$ cat config.mk
export PLATFORM = sky130hd
export DESIGN_NAME = i2c_fifo
export DESIGN_NICKNAME = d
export VERILOG_FILES = /design/src/rtl/i2c_fifo_pkg.sv /design/src/rtl/i2c_fifo_mem.sv /design/src/rtl/i2c_fifo.sv
export SDC_FILE = /design/constraint.sdc
export NUM_CORES = 1
export LEC_CHECK = 0
export ABC_AREA = 1
export ABC_CLOCK_PERIOD_IN_PS = 6800
export CAP_MARGIN = 20
export CORE_MARGIN = 2
export CORE_UTILIZATION = 64
export DETAILED_ROUTE_END_ITERATION = 10
export PLACE_DENSITY = 0.85
export RECOVER_POWER = 50
export SYNTH_ARGS = -nofsm -noshare
export SYNTH_HDL_FRONTEND = slang
export SYNTH_HIERARCHICAL = 1
export SYNTH_SLANG_ARGS = --single-unit
export TNS_END_PERCENT = 5
$ cat constraint.sdc
create_clock -name PCLK -period 6.8 [get_ports PCLK]
set_clock_uncertainty 0.15 [all_clocks]
set_input_delay 1.02 -clock PCLK [delete_from_list [all_inputs] [get_ports PCLK]]
set_output_delay 1.02 -clock PCLK [all_outputs]
set_load 0.1 [all_outputs]
$ cat src/rtl/i2c_fifo_pkg.sv
// Shared defaults and level bookkeeping for the APB/I2C bridge FIFOs.
package i2c_fifo_pkg;

  localparam int DWIDTH_DEF = 32;
  localparam int AWIDTH_DEF = 3;
  localparam int LVL_W      = 16;

  // Occupancy after one edge; push and pop together leave it unchanged.
  function automatic logic [LVL_W-1:0] level_next(
    input logic [LVL_W-1:0] lvl,
    input logic             push,
    input logic             pop
  );
    logic [LVL_W-1:0] nxt;
    nxt = lvl;
    case ({push, pop})
      2'b10:   nxt = lvl + 1'b1;
      2'b01:   nxt = lvl - 1'b1;
      default: nxt = lvl;
    endcase
    return nxt;
  endfunction

endpackage

$ cat src/rtl/i2c_fifo_mem.sv
// Dual-port storage: synchronous write, asynchronous read, no reset.
module fifo_mem #(
  parameter int DW = 32,
  parameter int AW = 3
) (
  input  logic          clk,
  input  logic          we,
  input  logic [AW-1:0] waddr,
  input  logic [DW-1:0] wdata,
  input  logic [AW-1:0] raddr,
  output logic [DW-1:0] rdata
);

  logic [DW-1:0] r_mem [2**AW];

  always_ff @(posedge clk) begin
    if (we) r_mem[waddr] <= wdata;
  end

  assign rdata = r_mem[raddr];

endmodule

$ cat src/rtl/i2c_fifo.sv
// FWFT FIFO between the APB bridge and the I2C core; head word is combinational.
module i2c_fifo
  import i2c_fifo_pkg::*;
#(
  parameter int DWIDTH    = DWIDTH_DEF,
  parameter int AWIDTH    = AWIDTH_DEF,
  parameter int AFULL_LVL = 6
) (
  input  logic              PCLK,
  input  logic              PRESETn,
  input  logic              clr,
  input  logic              wr_en,
  input  logic [DWIDTH-1:0] wr_data,
  input  logic              rd_en,
  output logic [DWIDTH-1:0] rd_data,
  output logic              full,
  output logic              empty,
  output logic              almost_full,
  output logic [AWIDTH:0]   level,
  output logic              overflow,
  output logic              underflow
);

  localparam logic [AWIDTH:0] DEPTH_L = (AWIDTH+1)'(2**AWIDTH);
  localparam logic [AWIDTH:0] AFULL_L = (AWIDTH+1)'(AFULL_LVL);

  logic [AWIDTH-1:0] r_wr_ptr, r_rd_ptr;
  logic [AWIDTH:0]   r_level;
  logic              r_ovf, r_udf;

  logic              w_push, w_pop;
  logic [DWIDTH-1:0] w_mem_rd;
  logic [LVL_W-1:0]  w_lvl_nxt;

  assign full        = (r_level == DEPTH_L);
  assign empty       = (r_level == '0);
  assign almost_full = (r_level >= AFULL_L);
  assign level       = r_level;
  assign overflow    = r_ovf;
  assign underflow   = r_udf;

  // A pop frees a slot in the same edge, so a push while full is legal with rd_en.
  assign w_push    = wr_en & (~full | rd_en);
  assign w_pop     = rd_en & ~empty;
  assign w_lvl_nxt = level_next({{(LVL_W-AWIDTH-1){1'b0}}, r_level}, w_push, w_pop);

  always_ff @(posedge PCLK or negedge PRESETn) begin
    if (!PRESETn) begin
      r_wr_ptr <= '0;
      r_rd_ptr <= '0;
      r_level  <= '0;
      r_ovf    <= 1'b0;
      r_udf    <= 1'b0;
    end else if (clr) begin
      r_wr_ptr <= '0;
      r_rd_ptr <= '0;
      r_level  <= '0;
      r_ovf    <= 1'b0;
      r_udf    <= 1'b0;
    end else begin
      if (w_push) r_wr_ptr <= r_wr_ptr + 1'b1;
      if (w_pop)  r_rd_ptr <= r_rd_ptr + 1'b1;
      r_level <= w_lvl_nxt[AWIDTH:0];
      if (wr_en & full & ~rd_en) r_ovf <= 1'b1;
      if (rd_en & empty)         r_udf <= 1'b1;
    end
  end

  fifo_mem #(
    .DW (DWIDTH),
    .AW (AWIDTH)
  ) u_mem (
    .clk   (PCLK),
    .we    (w_push & ~clr),
    .waddr (r_wr_ptr),
    .wdata (wr_data),
    .raddr (r_rd_ptr),
    .rdata (w_mem_rd)
  );

  assign rd_data = empty ? '0 : w_mem_rd;

endmodule

Yosys cells after proc, flatten, opt, wreduce, memory -nomap -nowiden
Memories as Yosys holds them, arrays and structs flattened.
Cells that the tools add are included.
- add/subtract/negate cells: 4
- reductions and logical operators: 6
- equality and inequality tests: 3
- $lt $le $gt $ge: 1
- bitwise gates (word level): 11
- muxes and demuxes: 13
- operators by type and width (cell ; number):
    $mux W32 ; 1
    $mux W3 ; 4
    $pmux W4 S2 ; 1
    $reduce_bool A2 Y1 ; 4
    $add A3 B1 Y3 const B ; 2
    $and A1 B1 Y1 ; 6
    $mux W1 ; 6
    $add A4 B1 Y4 const B ; 1
    $eq A4 B4 Y1 const B ; 1
    $ge A4 B3 Y1 const B ; 1
    $logic_not A4 Y1 ; 1
    $mux W4 ; 1
    $not A1 Y1 ; 4
    $sub A4 B1 Y4 const B ; 1
    $reduce_bool A3 Y1 ; 1
    $eq A2 B1 Y1 const B ; 1
    $eq A2 B2 Y1 const B ; 1
    $or A1 B1 Y1 ; 1
- flip-flop bits (word level): 12
- word-level logic and storage cells: 44
- memories: 1
- input port bits: 37
- output and inout bits: 41
- memory bits (writable): 256
- memories (name ; depth ; width ; read ports ; clocked after memory_dff ; wr ports ; line ; source):
    u_mem.r_mem ; 8 ; 32 ; 1 ; 0 ; 1 ; i2c_fifo_mem.sv:14 ; logic [DW-1:0] r_mem [2**AW];

Logic depth before layout (Yosys ltp)
Gate-level depths: netlist of the first run.
- depth after elaboration: 7
- depth in mapped cells: 12
- mapped depth without buffers: 12

Modules after synthesis
Netlist of the first run, hierarchy kept.
- modules (own cells, without submodules) (module ; instances ; seq. area each (um^2) ; cells each ; area an instance (um^2)):
    fifo_mem ; 1 ; 7687.4 ; 1124 ; 11232.0
    i2c_fifo ; 1 ; 300.3 ; 159 ; 980.9

Worst setup path after synthesis of the first run
No wires, ideal clock.
- path kind: flip-flop to output port
- start point: reg r_level[3] (netlist: level[3])
- end point: out full
- path buffers: 0
- data arrival time: 3.974 ns
- cell stages (with the launch flop): 3
- path slack: 1.656 ns
- required time: 5.630 ns
- path through: dfrtp_1 -> inv_1 -> nor4_1
- cells in the longest elaborated chain, start to end: 1
- ends and longest elaborated chain (element ; line ; source):
    start: declaration ; i2c_fifo.sv:28 ; logic [AWIDTH:0] r_level;
    start signal: assignment ; i2c_fifo.sv:63 ; r_level <= w_lvl_nxt[AWIDTH:0];
    $eq A4 B4 Y1 ; i2c_fifo.sv:35 ; assign full = (r_level == DEPTH_L);
    end: declaration ; i2c_fifo.sv:16 ; output logic full,
Every way passes these cells.

Worst setup path after layout of the first run
- start point: reg r_rd_ptr[0]
- end point: out rd_data[7]
- cells in the longest elaborated chain, start to end: 2
- ends and longest elaborated chain (element ; line ; source):
    start: declaration ; i2c_fifo.sv:27 ; logic [AWIDTH-1:0] r_wr_ptr, r_rd_ptr;
    start signal: assignment ; i2c_fifo.sv:62 ; if (w_pop) r_rd_ptr <= r_rd_ptr + 1'b1;
    $mem_v2 Z8 W32 ; -- ;
    via w_mem_rd[7] ; i2c_fifo.sv:32 ; logic [DWIDTH-1:0] w_mem_rd;
    $mux W32 ; i2c_fifo.sv:81 ; assign rd_data = empty ? '0 : w_mem_rd;
    end: declaration ; i2c_fifo.sv:15 ; output logic [DWIDTH-1:0] rd_data,
The timed path passes the listed nets, and every way through them passes these cells.

==> impl_metrics.env, run 1 <==
export IMPL_outcome="finished clean"
export IMPL_cts_sinks=268
export IMPL_routed_wirelength_mm=25.9
export IMPL_synth_nets=1324
export IMPL_drc=0
export IMPL_syn_area_um2=12200
export IMPL_finalSetupViolations=0
export IMPL_switching_power_mw=2.86
export IMPL_nets=1393
export IMPL_ir_worst_vdd_mv=0.468
export IMPL_ys_flop_type="edfxtp_1"
export IMPL_postSynthAreaPerCell_um2=9.52
export IMPL_clockBufferDepth=3
export IMPL_viasPerCell=5.29
export IMPL_fp_dieW_um=142
export IMPL_grt_max_degree=104
export IMPL_synth_most_common_cell="nand2_1"
export IMPL_place_hpwl_mm=14.0
export IMPL_cap_violations=0
export IMPL_clkPwrFrac_pct=22.6
export IMPL_core_rowCount=50
export IMPL_hp_class="register to register"
export IMPL_port_buffers=77
export IMPL_ys_ff_latch=268
export IMPL_diodes=0
export IMPL_hold_slack_ns=0.347
export IMPL_synth_edf_count=256
export IMPL_drive_gt1_share_pct=4.89
export IMPL_crit_arrival_ns=4.28
export IMPL_yosys_top_cells_area="edfxtp_1 (63%), nand2_1 (13%), inv_1 (9.4%), nand3_1 (5.4%), dfrtp_1 (2.5%)"
export IMPL_hold_buffers=0
export IMPL_cts_buffers=26
export IMPL_r2r_start="level[0]"
export IMPL_crit_type="register to output pin"
export IMPL_slew_violations=0
export IMPL_critPathLaunch="r_rd_ptr[0]"
export IMPL_cp_end_kind="output pin"
export IMPL_postCtsSetupRepairBufs=0
export IMPL_core_um2=18700
export IMPL_synthTopCellsByCount="nand2_1 (438), inv_1 (307), edfxtp_1 (256)"
export IMPL_start_util_pct=65.3
export IMPL_setup_tns_ns=0
export IMPL_grt_pass1_wl_mm=40.6
export IMPL_p_int_mw=3.30
export IMPL_finalCritPeriodShare_pct=80.1
export IMPL_vias=8484
export IMPL_powerDensity_nw_per_um2=442
export IMPL_min_period_ns=5.45
export IMPL_cp_max_fo=89
export IMPL_gp_congestion=0.776
export IMPL_fmaxAchievable_mhz=183
export IMPL_synth_cells=1283
export IMPL_num_io_pins=78
export IMPL_leakagePower_nw=6.44
export IMPL_final_antenna_net_count=0
export IMPL_grt_pass1_vias=8289
export IMPL_htree_num_levels=1
export IMPL_cts_tree="yes"
export IMPL_antenna_found_initial=1
export IMPL_switching_share_pct=46.4
export IMPL_root_buffer="clkbuf_16"
export IMPL_synth_seq_area_share_pct=65.4
export IMPL_yosys_warnings=6
export IMPL_synth_largest_area_cell="edfxtp_1"
export IMPL_dieArea_um2=20200
export IMPL_rsz0062_at_grt="no"
export IMPL_grt_util_all_layers_pct=26.0
export IMPL_worst_slew_pin_slew_ns=1.35
export IMPL_worst_skew_pair_late_latency_ns=0.52
export IMPL_hp_start="underflow"
export IMPL_drt_pre_antenna_iters=5
export IMPL_cp_required_ns=5.63
export IMPL_clk_pin_slew_ns=0.06
export IMPL_synth_distinct_cells=26
export IMPL_max_slew_margin_rel_pct=9.96
export IMPL_drt_initial_drc_count=834
export IMPL_power_frac_seq_pct=31.1
export IMPL_grt_overflow=0
export IMPL_wire_per_inst_um=16.2
export IMPL_final_hold_viol_count=0
export IMPL_yosysTopAreaCellShare_pct=62.9
export IMPL_cts_resized=0
export IMPL_p_comb_share_pct=46.3
export IMPL_startpoint_type="register"
export IMPL_die_y_um=142
export IMPL_synthToLayoutAreaGrowth_pct=14.1
export IMPL_ys_async_sr_fraction_pct=4.48
## final timing paths
kind	to	slack [ns]	cells past startpoint
setup / recovery	rd_data[7]	1.35	10
hold / removal	underflow	0.35	1
setup reg to reg	u_mem/r_mem[5][22]	3.42	7
hold reg to reg	underflow	0.35	1
max in group asynchronous	r_rd_ptr[0]	5.24	1
min in group asynchronous	overflow	0.80	1
## layout make-up
type	count	area (um2)
fillers	1176	4770
multi-input cells	653	2760
flip-flops and latches	268	7990
well taps	234	293
inverters	311	1170
clock buffers	35	716
repair buffers	92	896
clock inverters	12	108
## critical path, cell delays in order, from the launching register on
cell             delay [ns]
dfrtp_4                0.63
clkinv_2               0.54
buf_4                  0.58
nand2_1                0.18
nand3_1                0.11
nand2_1                0.10
nand2_1                0.06
nand2_1                0.10
inv_1                  0.04
nor2_1                 0.11
clkdlybuf4s50_1        1.17
## sequential cells by signal (all words and copies together), names as in the netlist
name         flops
u_mem/r_mem    256
level            4
r_rd_ptr         3
r_wr_ptr         3
overflow         1
underflow        1
## cell usage in the layout, fill, tap and decap left out
cell type / synthesis / layout
nand4_1: 3 / 3
nor4_1: 1 / 1
inv_2: 4 / 2
nand3_1: 132 / 132
xor2_1: 1 / 1
edfxtp_1: 256 / 256
nand2_2: 2 / 2
clkinv_2: 0 / 6
dfrtp_2: 0 / 1
dlygate4sd3_1: 0 / 35
nand3_2: 1 / 1
clkdlybuf4s50_1: 0 / 42
clkinvlp_4: 0 / 1
o21ai_0: 6 / 6
inv_1: 307 / 307
clkbuf_16: 0 / 27
o21ai_1: 1 / 1
o21a_1: 2 / 2
nor2_1: 51 / 47
a21oi_1: 5 / 5
dfrtp_1: 12 / 10
nor2_2: 1 / 1
clkbuf_1: 7 / 7
nand3b_1: 1 / 1
buf_12: 0 / 1
dfrtp_4: 0 / 1
nand2_1: 438 / 439
ha_1: 4 / 4
clkbuf_8: 0 / 1
buf_4: 5 / 14
clkinv_1: 0 / 5
nor2_4: 3 / 7
bufinv_16: 0 / 2
## routing by layer
metal	GRT usage, %	vias to the layer above	wire length [um]
li1	-	4073	-
met1	33.8	3963	10200
met2	44.8	390	13100
met3	3.50	56	1990
met4	10.6	2	616
met5	0	-	13
## power groups by stage
stage | clock network, mW | registers (mW) | logic (mW)
CTS | 1.41 | 1.91 | 2.86
global placement | 0 | 1.95 | 2.79
floorplan | 0 | 2.02 | 2.20
finish | 1.39 | 1.92 | 2.85
global route | 1.47 | 1.92 | 3.03
detailed placement | 0 | 1.95 | 2.84
## per-stage QoR
stage                     area, um2  setup WS, ns  power [mW]  util [%]  std cells
after CTS                     14000          1.43        6.18      74.7       1605
after detailed placement      13100          2.04        4.79      70.3       1558
after global routing          13900          1.15        6.42      74.5       1605
after global placement        13100          2.08        4.74      70.2       1557
after floorplan               12200          1.66        4.22         -       1283
final                         13900          1.35        6.16      74.5       1605
## cell families after synthesis
group / share of synthesized area (%)
AND/OR/NAND/NOR: 21.3
buffers and inverters: 12.2
AO/OA/AOI/OAI: 0.615
adder cells (fa/ha/maj): 0.410
XOR/XNOR: 0.0717
flip-flops: 65.4
(Power assumes the default switching activity.)
==> inputs of run 2 (changes only) <==
--- a/config.mk
+++ b/config.mk
@@ -6,12 +6,12 @@
 export NUM_CORES = 1
 export LEC_CHECK = 0
 export ABC_AREA = 1
-export ABC_CLOCK_PERIOD_IN_PS = 6800
+export ABC_CLOCK_PERIOD_IN_PS = 4500
 export CAP_MARGIN = 20
 export CORE_MARGIN = 2
-export CORE_UTILIZATION = 64
+export CORE_UTILIZATION = 54
 export DETAILED_ROUTE_END_ITERATION = 10
-export PLACE_DENSITY = 0.85
+export PLACE_DENSITY = 0.77
 export RECOVER_POWER = 50
 export SYNTH_ARGS = -nofsm -noshare
 export SYNTH_HDL_FRONTEND = slang
==> constraint.sdc (replaced) <==
create_clock -name PCLK -period 4.5 [get_ports PCLK]
set_clock_uncertainty 0.15 [all_clocks]
set_input_delay 0.675 -clock PCLK [delete_from_list [all_inputs] [get_ports PCLK]]
set_output_delay 0.675 -clock PCLK [all_outputs]
set_load 0.1 [all_outputs]
==> impl_metrics.env, run 2 (same netlist as run 1, synthesis figures left out) <==
export IMPL_outcome="finished with violations"
export IMPL_violations="capacitance limit, slew limit"
export IMPL_hp_class="register to register"
export IMPL_cp_max_fo=66
export IMPL_final_cell_mix="nand2_1 (439), inv_1 (307), edfxtp_1 (256), nand3_1 (132), nor2_1 (46)"
export IMPL_rsz0062_at_grt="no"
export IMPL_pre_cts_ws_ns=1.02
export IMPL_root_buffer="clkbuf_16"
export IMPL_fp_dieW_um=154
export IMPL_reg2reg_depth=7
export IMPL_drc=0
export IMPL_max_slew_margin_rel_pct=-6.06
export IMPL_cp_required_ns=3.67
export IMPL_synthToLayoutAreaGrowth_pct=16.4
export IMPL_startpoint_type="register"
export IMPL_cts_buffers=27
export IMPL_postCtsSetupRepairBufs=0
export IMPL_crit_arrival_ns=3.12
export IMPL_setup_ws_ns=0.556
export IMPL_grt_overflow=0
export IMPL_cts_resized=0
export IMPL_final_antenna_net_count=0
export IMPL_cap_violations=1
export IMPL_multi_input_area_um2=2770
export IMPL_slew_violations=67
export IMPL_hold_buffers=0
export IMPL_routed_wirelength_mm=25.4
export IMPL_nets=1397
export IMPL_hold_slack_ns=0.345
export IMPL_n_fill_cell=1717
export IMPL_setup_tns_ns=0
export IMPL_gp_congestion=0.807
export IMPL_regMostFlops="u_mem/r_mem"
export IMPL_powerDensity_nw_per_um2=679
export IMPL_cts_tree="yes"
export IMPL_grt_pass1_wl_mm=41.0
export IMPL_final_common_cell="nand2_1"
export IMPL_leakagePower_nw=6.58
export IMPL_worst_slew_pin_slew_ns=1.59
export IMPL_clockBufferDepth=3
export IMPL_final_hold_viol_count=0
export IMPL_vias=8314
export IMPL_antenna_found_initial=0
export IMPL_wire_per_inst_um=15.3
export IMPL_drt_initial_drc_count=759
export IMPL_htree_num_levels=1
export IMPL_place_hpwl_mm=15.1
export IMPL_min_period_ns=3.94
export IMPL_finalCritPeriodShare_pct=87.7
export IMPL_fmaxAchievable_mhz=254
export IMPL_viasPerCell=5.01
export IMPL_grt_util_all_layers_pct=21.6
export IMPL_min_path_cells=1
export IMPL_drt_pre_antenna_iters=4
export IMPL_core_um2=22400
export IMPL_clk_pin_slew_ns=0.05
export IMPL_cts_sinks=268
export IMPL_die_y_um=154
export IMPL_port_buffers=77
export IMPL_largest_reg_flops=256
export IMPL_finalSetupViolations=0
export IMPL_grt_pass1_vias=8281
export IMPL_dieArea_um2=23800
export IMPL_crit_type="register to output pin"
export IMPL_post_route_util_pct=63.4
export IMPL_grt_max_degree=69
export IMPL_drive_gt1_share_pct=7.63
export IMPL_start_util_pct=54.4
export IMPL_core_rowCount=55
export IMPL_num_io_pins=78
export IMPL_seqCellArea_um2=7990
export IMPL_cp_end_kind="output pin"
export IMPL_diodes=0
export IMPL_ir_worst_vdd_mv=1.00
export IMPL_worst_skew_pair_late_latency_ns=0.52
run 2: final timing paths:
kind,start,endpoint,slack (ns)
worst max-delay path,r_rd_ptr[1],rd_data[3],0.56
worst min-delay path,overflow,overflow,0.34
worst max register to register,level[0],u_mem/r_mem[7][5],1.12
worst min register to register,overflow,overflow,0.34
max in group asynchronous,PRESETn,r_rd_ptr[0],3.35
min in group asynchronous,PRESETn,level[2],0.43
run 2: worst max-delay path, stage by stage (launching register included):
cell and delay [ns]:
dfrtp_2 0.36, clkbuf_2 1.13, nand3_1 0.26, nand2_1 0.17
nand2_1 0.06, nand2_1 0.11, inv_1 0.04, nor2_1 0.19
buf_12 0.21
run 2: report_power, final:
| group | switching, mW | internal (mW) |
|---|---|---|
| Combinational | 3.39 | 1.17 |
| Sequential | 0.126 | 2.81 |
| Clock | 0.891 | 1.26 |
run 2: layout make-up:
type | instances | share of cell area, %
Clock inverter | 18 | 1.12
Clock buffer | 31 | 4.86
Multi-Input combinational cell | 653 | 19.5
Sequential cell | 268 | 56.2
Inverter | 311 | 8.22
Tap cell | 285 | 2.51
Timing Repair Buffer | 95 | 7.59
run 2: through the flow:
step / instance area [um2] / cells / power [mW]
after floorplan: 12200 / 1283 / 6.38
after global placement: 13400 / 1611 / 7.51
after detailed placement: 13400 / 1612 / 7.57
after CTS: 14300 / 1661 / 9.72
after global routing: 14200 / 1661 / 10.1
final: 14200 / 1661 / 9.65
run 2: layer usage:
| metal | vias up | global-route usage [%] | wire [um] |
|---|---|---|---|
| li1 | 4096 | - | - |
| met1 | 3928 | 27.1 | 10300 |
| met2 | 257 | 40.0 | 13400 |
| met3 | 33 | 2.69 | 1310 |
| met4 | 0 | 5.38 | 380 |
| met5 | - | 0 | 0 |
